File: config.mk
export PLATFORM = sky130hd
export DESIGN_NAME = rtc_init_sequencer
export DESIGN_NICKNAME = d
export VERILOG_FILES = /design/src/rtl/rtc_init_sequencer.sv
export SDC_FILE = /design/constraint.sdc
export NUM_CORES = 1
export LEC_CHECK = 0
export ABC_CLOCK_PERIOD_IN_PS = 1730
export BUFFER_PORTS_ARGS = -buffer_cell sky130_fd_sc_hd__buf_2
export CAP_MARGIN = 0
export CORE_ASPECT_RATIO = 1.75
export CORE_MARGIN = 4
export CORE_UTILIZATION = 54
export DETAILED_ROUTE_END_ITERATION = 6
export GPL_TIMING_DRIVEN = 0
export PLACE_DENSITY_LB_ADDON = 0.1
export SYNTH_ARGS = -nofsm -noshare
export SYNTH_HDL_FRONTEND = slang
export SYNTH_SLANG_ARGS = --single-unit
File: constraint.sdc
create_clock -name clk -period 1.73 [get_ports clk]
set_input_delay 0.0865 -clock clk [delete_from_list [all_inputs] [get_ports clk]]
set_output_delay 0.0865 -clock clk [all_outputs]
set_load 0.01 [all_outputs]
File: src/rtl/rtc_init_sequencer.sv
// RTC register initialisation sequencer.
// Walks a fixed table of address/data pairs and hands each one to the RTC
// bus write-cycle stage. Each write is a one-cycle start pulse followed by
// a wait for the rising edge of the stage's sticky completion flag. The
// wait is bounded, and on expiry the failing entry is reported.
module rtc_init_sequencer #(
   parameter int NUM_ENTRIES    = 4,
   parameter int TIMEOUT_CYCLES = 64
) (
   input  logic       clk,
   input  logic       reset,
   input  logic       start,
   input  logic       wr_done,
   output logic       wr_start,
   output logic [7:0] wr_addr,
   output logic [7:0] wr_data,
   output logic [3:0] entry_idx,
   output logic       busy,
   output logic       done,
   output logic       error
);

   localparam int              CNT_W    = $clog2(TIMEOUT_CYCLES) + 1;
   localparam logic [CNT_W-1:0] CNT_LAST = CNT_W'(TIMEOUT_CYCLES - 1);
   localparam logic [3:0]      IDX_LAST = 4'(NUM_ENTRIES - 1);

   typedef enum logic [2:0] {
      S_IDLE  = 3'd0,
      S_LOAD  = 3'd1,
      S_ISSUE = 3'd2,
      S_WAIT  = 3'd3,
      S_NEXT  = 3'd4,
      S_DONE  = 3'd5,
      S_ERROR = 3'd6
   } state_t;

   state_t           state;
   logic [CNT_W-1:0] tmo_cnt;
   logic [CNT_W-1:0] cnt_next;
   logic             done_q;
   logic             done_edge;

   // Register table: {address, data}; data bit 0 drives write-stage input a.
   function automatic logic [15:0] table_entry(input logic [3:0] idx);
      case (idx)
         4'd0:    table_entry = 16'h0A20;
         4'd1:    table_entry = 16'h0B86;
         4'd2:    table_entry = 16'h0000;
         4'd3:    table_entry = 16'h0B06;
         default: table_entry = 16'h0000;
      endcase
   endfunction

   // Only a fresh 0->1 of the sticky flag counts; a flag left high from the
   // previous write must first be cleared by the stage's counter reset.
   assign done_edge = wr_done & ~done_q;
   assign cnt_next  = tmo_cnt + CNT_W'(1);

   // Sequencer state machine with all outputs registered.
   always_ff @(posedge clk or negedge reset) begin
      if (!reset) begin
         state     <= S_IDLE;
         wr_start  <= 1'b0;
         wr_addr   <= '0;
         wr_data   <= '0;
         entry_idx <= '0;
         busy      <= 1'b0;
         done      <= 1'b0;
         error     <= 1'b0;
         tmo_cnt   <= '0;
         done_q    <= 1'b1;
      end else begin
         done_q   <= wr_done;
         wr_start <= 1'b0;
         case (state)
            S_IDLE: begin
               if (start) begin
                  state     <= S_LOAD;
                  entry_idx <= '0;
                  busy      <= 1'b1;
               end
            end
            S_LOAD: begin
               {wr_addr, wr_data} <= table_entry(entry_idx);
               wr_start           <= 1'b1;
               state              <= S_ISSUE;
            end
            S_ISSUE: begin
               tmo_cnt <= '0;
               state   <= S_WAIT;
            end
            S_WAIT: begin
               tmo_cnt <= cnt_next;
               // A completion in the final allowed cycle still counts.
               if (done_edge) begin
                  state <= S_NEXT;
               end else if (cnt_next == CNT_LAST) begin
                  state <= S_ERROR;
                  busy  <= 1'b0;
                  error <= 1'b1;
               end
            end
            S_NEXT: begin
               if (entry_idx == IDX_LAST) begin
                  state <= S_DONE;
                  busy  <= 1'b0;
                  done  <= 1'b1;
               end else begin
                  entry_idx <= entry_idx + 4'd1;
                  state     <= S_LOAD;
               end
            end
            S_DONE, S_ERROR: begin
               if (start) begin
                  state     <= S_LOAD;
                  entry_idx <= '0;
                  busy      <= 1'b1;
                  done      <= 1'b0;
                  error     <= 1'b0;
               end
            end
            default: begin
               state     <= S_IDLE;
               wr_start  <= 1'b0;
               wr_addr   <= '0;
               wr_data   <= '0;
               entry_idx <= '0;
               busy      <= 1'b0;
               done      <= 1'b0;
               error     <= 1'b0;
               tmo_cnt   <= '0;
            end
         endcase
      end
   end

endmodule

# After elaboration in Yosys (flattened, before gate mapping)
# Cells that the tools add are included.
[op_classes] n_addsub=2 eq_ne=16 mux=24 bitwise_logic=6 n_reduce_logical=15
[ops] op="$pmux 12 s3" n=1
[ops] op="$pmux 8 s2" n=2
[ops] op="$pmux 3 s5" n=1
[ops] op="$pmux 7 s2" n=1
[ops] op="$mux 3" n=4
[ops] op="$pmux 4 s3" n=1
[ops] op="$ne 2x2->1 const B" n=5
[ops] op="$eq 3x3->1 const B" n=3
[ops] op="$mux 1" n=9
[ops] op="$mux 4" n=2
[ops] op="$reduce_or 4->1" n=2
[ops] op="$add 7x1->7 const B" n=1
[ops] op="$eq 7x6->1 const B" n=1
[ops] op="$eq 3x2->1 const B" n=2
[ops] op="$pmux 1 s3" n=2
[ops] op="$reduce_and 3->1" n=2
[ops] op="$reduce_or 3->1" n=2
[ops] op="$reduce_or 6->1" n=1
[ops] op="$not 1->1" n=5
[ops] op="$reduce_and 5->1" n=1
[ops] op="$reduce_or 5->1" n=1
[ops] op="$add 4x1->4 const B" n=1
[ops] op="$eq 4x1->1 const B" n=1
[ops] op="$eq 4x2->1 const B" n=1
[ops] op="other kinds (10)" n=11
[totals] register_bits=35 input_bits=4 out_inout_bits=24 elab_cells=73

# Longest topological paths before layout
[depth] ltp_word=5 depth_mapped=7 ltp_nobuf=6

# Least setup slack after synthesis
# No wires, ideal clock.
[synth_path] path_kind="register to register" startpoint="register entry_idx[0]" endpoint="register entry_idx[3]" setup_time_ns=0.119 arrival_ns=1.554 setup_slack_ns=0.058 stages_incl_launch_ff=7 synth_period_minus_slack_ns=1.672 path_cell_list="dfrtp_1 ha_1 or4b_1 a21oi_2 a211oi_1 xnor2_1 nor2_1"
[synth_between] elab_chain_len=3 word_cells_on_any_way=6
[synth_rtl] element="start: declaration" line="17" rtl="output logic [3:0] entry_idx,"
[synth_rtl] element="start signal: assignment" line="109" rtl="entry_idx <= entry_idx + 4'd1;"
[synth_rtl] element="$add 4x1->4 or $eq 4x2->1 (tied branches)" line="109, 104"
[synth_rtl] element="$mux 4 or $ne 2x2->1 (tied branches)"
[synth_rtl] element="$pmux 4 s3 or $reduce_and 3->1 (tied branches)"
# Parallel ways exist; a longest one is shown, timed or not. The select of a mux whose other input is x is not followed.
# A chain may end at the register's enable or synchronous reset.

# Final worst setup path
[layout_path] startpoint="register tmo_cnt[0]" endpoint="register error"
[layout_between] elab_chain_len=4
[layout_rtl] element="start: declaration" line="38" rtl="logic [CNT_W-1:0] tmo_cnt;"
[layout_rtl] element="start signal: assignment" line="93" rtl="tmo_cnt <= cnt_next;"
[layout_rtl] element="$add 7x1->7" line="57" rtl="assign cnt_next = tmo_cnt + CNT_W'(1);"
[layout_rtl] element="$eq 7x6->1" line="97" rtl="end else if (cnt_next == CNT_LAST) begin"
[layout_rtl] element="$ne 2x2->1 (no line)"
[layout_rtl] element="$reduce_and 4->1 (no line)"
[layout_rtl] element="end signal: assignment" line="69" rtl="error <= 1'b0;"
[layout_rtl] element="end signal: assignment" line="100" rtl="error <= 1'b1;"
[layout_rtl] element="end signal: assignment" line="119" rtl="error <= 1'b0;"
[layout_rtl] element="end: declaration" line="20" rtl="output logic error"
# Every way passes these cells.

==> impl_metrics.env <==
export IMPL_status="completed"
export IMPL_reg2reg_depth=6
export IMPL_r2r_end="error"
export IMPL_antenna_found_initial=0
export IMPL_area_growth_pct=20.0
export IMPL_grt_overflow_total=0
export IMPL_rsz0062_at_grt="yes"
export IMPL_slew_headroom_pct=56.0
export IMPL_ant_nets=0
export IMPL_place_congestion=0.890
export IMPL_ys_ff_latch=23
export IMPL_cts_sinks=23
export IMPL_worstPathRequired_ps=1890
export IMPL_remaining_drc_errors=0
export IMPL_fmax_mhz=612
export IMPL_met1_length_um=1340
export IMPL_rows=24
export IMPL_dieHeight_um=77.0
export IMPL_slew_violations=0
export IMPL_cts_clk_slew_worst_paths_ps=80
export IMPL_grt_pass1_wl_um=5570
export IMPL_setup_viol=0
export IMPL_firstDrtPassIters=4
export IMPL_whs_endpoint="state[1]"
export IMPL_root_buffer="clkbuf_8"
export IMPL_portBuffers=18
export IMPL_yosysWarnings=0
export IMPL_grt_max_degree=24
export IMPL_drt_wl_total_um=3320
export IMPL_wl_met2_um=1830
export IMPL_final_core_util_pct=69.1
export IMPL_endpoint_kind="flop"
export IMPL_insertion_delay_ps=260
export IMPL_die_w_um=47.4
export IMPL_wire_per_inst_um=14.7
export IMPL_p_sw_mw=1.04
export IMPL_hp_class="input pin to flop"
export IMPL_hp_start="start"
export IMPL_synth_edff_count=0
export IMPL_power_leakage_nw=0.831
export IMPL_r2r_start="tmo_cnt[0]"
export IMPL_core_um2=2550
export IMPL_seq_area_frac_synth_pct=39.3
export IMPL_yosysMostFrequentCell="dfrtp_1"
export IMPL_synthTopCellsByArea="dfrtp_1, buf_4, nand2_1, o21ai_1, ha_1"
export IMPL_async_flop_share_pct=100
export IMPL_die_area_um2=3650
export IMPL_grt_pass1_vias=1265
export IMPL_p_sw_share_pct=42.8
export IMPL_drive_gt1_share_pct=28.0
export IMPL_drv_cap=0
export IMPL_worstMarginPinSlew_ps=654
export IMPL_intPower_mw=1.39
export IMPL_fin_crit_ps=1630
export IMPL_holdWs_ps=254
export IMPL_cts_tree="yes"
export IMPL_peakVddDrop_uv=729
export IMPL_clk_path_buf_depth=2
export IMPL_diodes=0
export IMPL_power_share_clock_pct=13.7
export IMPL_synthCells=165
export IMPL_critPathMaxFanout=7
export IMPL_synth_cell_area_um2=1470
export IMPL_synth_top_family_by_area="simple AND/OR/NAND/NOR gates"
export IMPL_postSynthAreaPerCell_um2=8.90
export IMPL_h_tree_depth=1
export IMPL_synth_mux_area_share_pct=1.36
export IMPL_via_per_inst=5.62
export IMPL_fin_skew_ps=1.29
export IMPL_startpoint_type="flop"
export IMPL_reg2reg_slack_ps=100
export IMPL_drt_iter0_markers=46
export IMPL_synthTopCellsByCount="dfrtp_1, nand2_1, o21ai_1"
export IMPL_cp_data_arrival_time_ps=1790
export IMPL_top_layer="met4"
export IMPL_critical_path_top_delay_family="compound AO/OA/AOI/OAI gates"
export IMPL_start_util_pct=57.5
export IMPL_dpl_hpwl_um=2530
export IMPL_crit_slowest_cell="dfrtp_2"
export IMPL_hold_depth=4
export IMPL_fin_tns_setup_ps=0
export IMPL_synth_largest_area_cell="dfrtp_1"
export IMPL_p_comb_share_pct=51.2
export IMPL_post_route_period_util_pct=94.4
export IMPL_vias=1269
export IMPL_numCtsBuffers=3
export IMPL_hold_viol_final=0
export IMPL_synthXorXnorAreaFrac_pct=2.98
export IMPL_yosys_area_top_type_share_pct=37.5
export IMPL_synthFlopType="dfrtp_1"
export IMPL_startpoint="tmo_cnt[0]"
export IMPL_synthSimpleGateAreaFrac_pct=22.8
export IMPL_synth_adder_area_share_pct=4.26
export IMPL_crit_type="flop to flop"
export IMPL_powerDensity_nw_per_um2=1380
export IMPL_grt_usage_pct=20.4
export IMPL_synth_compound_area_share_pct=18.9
export IMPL_ios=28
export IMPL_p_seq_share_pct=35.1
export IMPL_path_cells="ha_4, nand4b_1, a21oi_1, o31ai_2, nor2_1, a32o_1"
export IMPL_ys_types=41
export IMPL_routed_wl_met3_um=71
export IMPL_critPathBufInv=0
export IMPL_critPathMaxStageDelay_ps=450
export IMPL_final_nets=210
repair_timing:
action | 4_1_cts | 5_1_grt
hold buffers | 2 | 0
cloned | 0 | 0
setup endpoints to repair | 7 | 7
pin swaps | 1 | 1
buffers inserted | 1 | 2
hold endpoints to repair | 23 | 0
gates resized for setup | 4 | 8
cell families (layout without fill, tap and decap cells):
group                    count (synthesis)  after routing
AND/OR/NAND/NOR                         65             65
AO/OA/AOI/OAI                           41             41
flip-flops                              23             23
buffers and inverters                   23             50
adder cells (fa/ha/maj)                  5              5
XOR/XNOR                                 5              5
multiplexers                             2              2
other                                    1              9
stage by stage:
step	setup WS [ps]	power [mW]	cells	cell area, um2
global route	-17.8	2.63	226	1760
floorplan	57.7	1.66	173	1500
finish	97.3	2.43	226	1760
detailed placement	-59.7	2.01	217	1620
global placement	-27.2	1.98	217	1620
CTS	7.78	2.37	224	1710
state kept, by name (all words and copies together), names as in the netlist:
signal and count:
done_q 1, wr_start 1, state 3, tmo_cnt 7
wr_addr 2, done 1, entry_idx 4, wr_data 2
error 1, busy 1
tightest hold or removal path, stage by stage:
cell and delay (ps):
buf_2 140, o21ai_0 120, o21ai_0 100, nor2_1 50
how the worst max path moves through the flow:
| stage | end | slack, ps | depth (start not counted) |
|---|---|---|---|
| final | error | 100 | 6 |
| after CTS | busy | 8 | 5 |
| after floorplan | entry_idx[3] | 60 | 6 |
| after detailed placement | entry_idx[0] | -60 | 6 |
| after global routing | error | -20 | 6 |
| after global placement | entry_idx[0] | -30 | 6 |
power groups by stage:
stage / clock network, mW / logic, mW / registers [mW]
6_report: 0.334 / 1.24 / 0.854
5_1_grt: 0.368 / 1.38 / 0.881
4_1_cts: 0.343 / 1.19 / 0.837
3_5_place_dp: 0 / 1.16 / 0.852
3_3_place_gp: 0 / 1.13 / 0.847
2_1_floorplan: 0 / 0.795 / 0.866
cell type report:
type                            count  area (um2)
Buffer                             20         139
Sequential cell                    23         581
Clock buffer                        4        45.0
Timing Repair Buffer               23         133
Fill cell                         207         790
Inverter                            3        11.3
Tap cell                           26        32.5
Multi-Input combinational cell    127         822
layout by cell type (no fill, tap or decap), drive strengths merged, types with 2 or more instances in the layout:
master	n
clkbuf	5
nand3b	2
mux2i	2
xnor2	4
o31ai	5
buf	40
o21a	2
nand3	3
nor2b	6
nor4	3
conb	9
a211oi	2
nand4b	3
a21oi	4
nand2	20
inv	3
nand4	2
nand2b	7
dfrtp	22
a22o	4
dlygate4sd3	2
o21ai	17
ha	5
and2	3
nor2	13
layer usage:
metal	up-vias	global-route usage, %
met5	-	0
met4	0	8.03
met3	7	3.28
met2	20	34.8
met1	611	23.5
li1	631	-
Power figures use the tool's default switching activity.
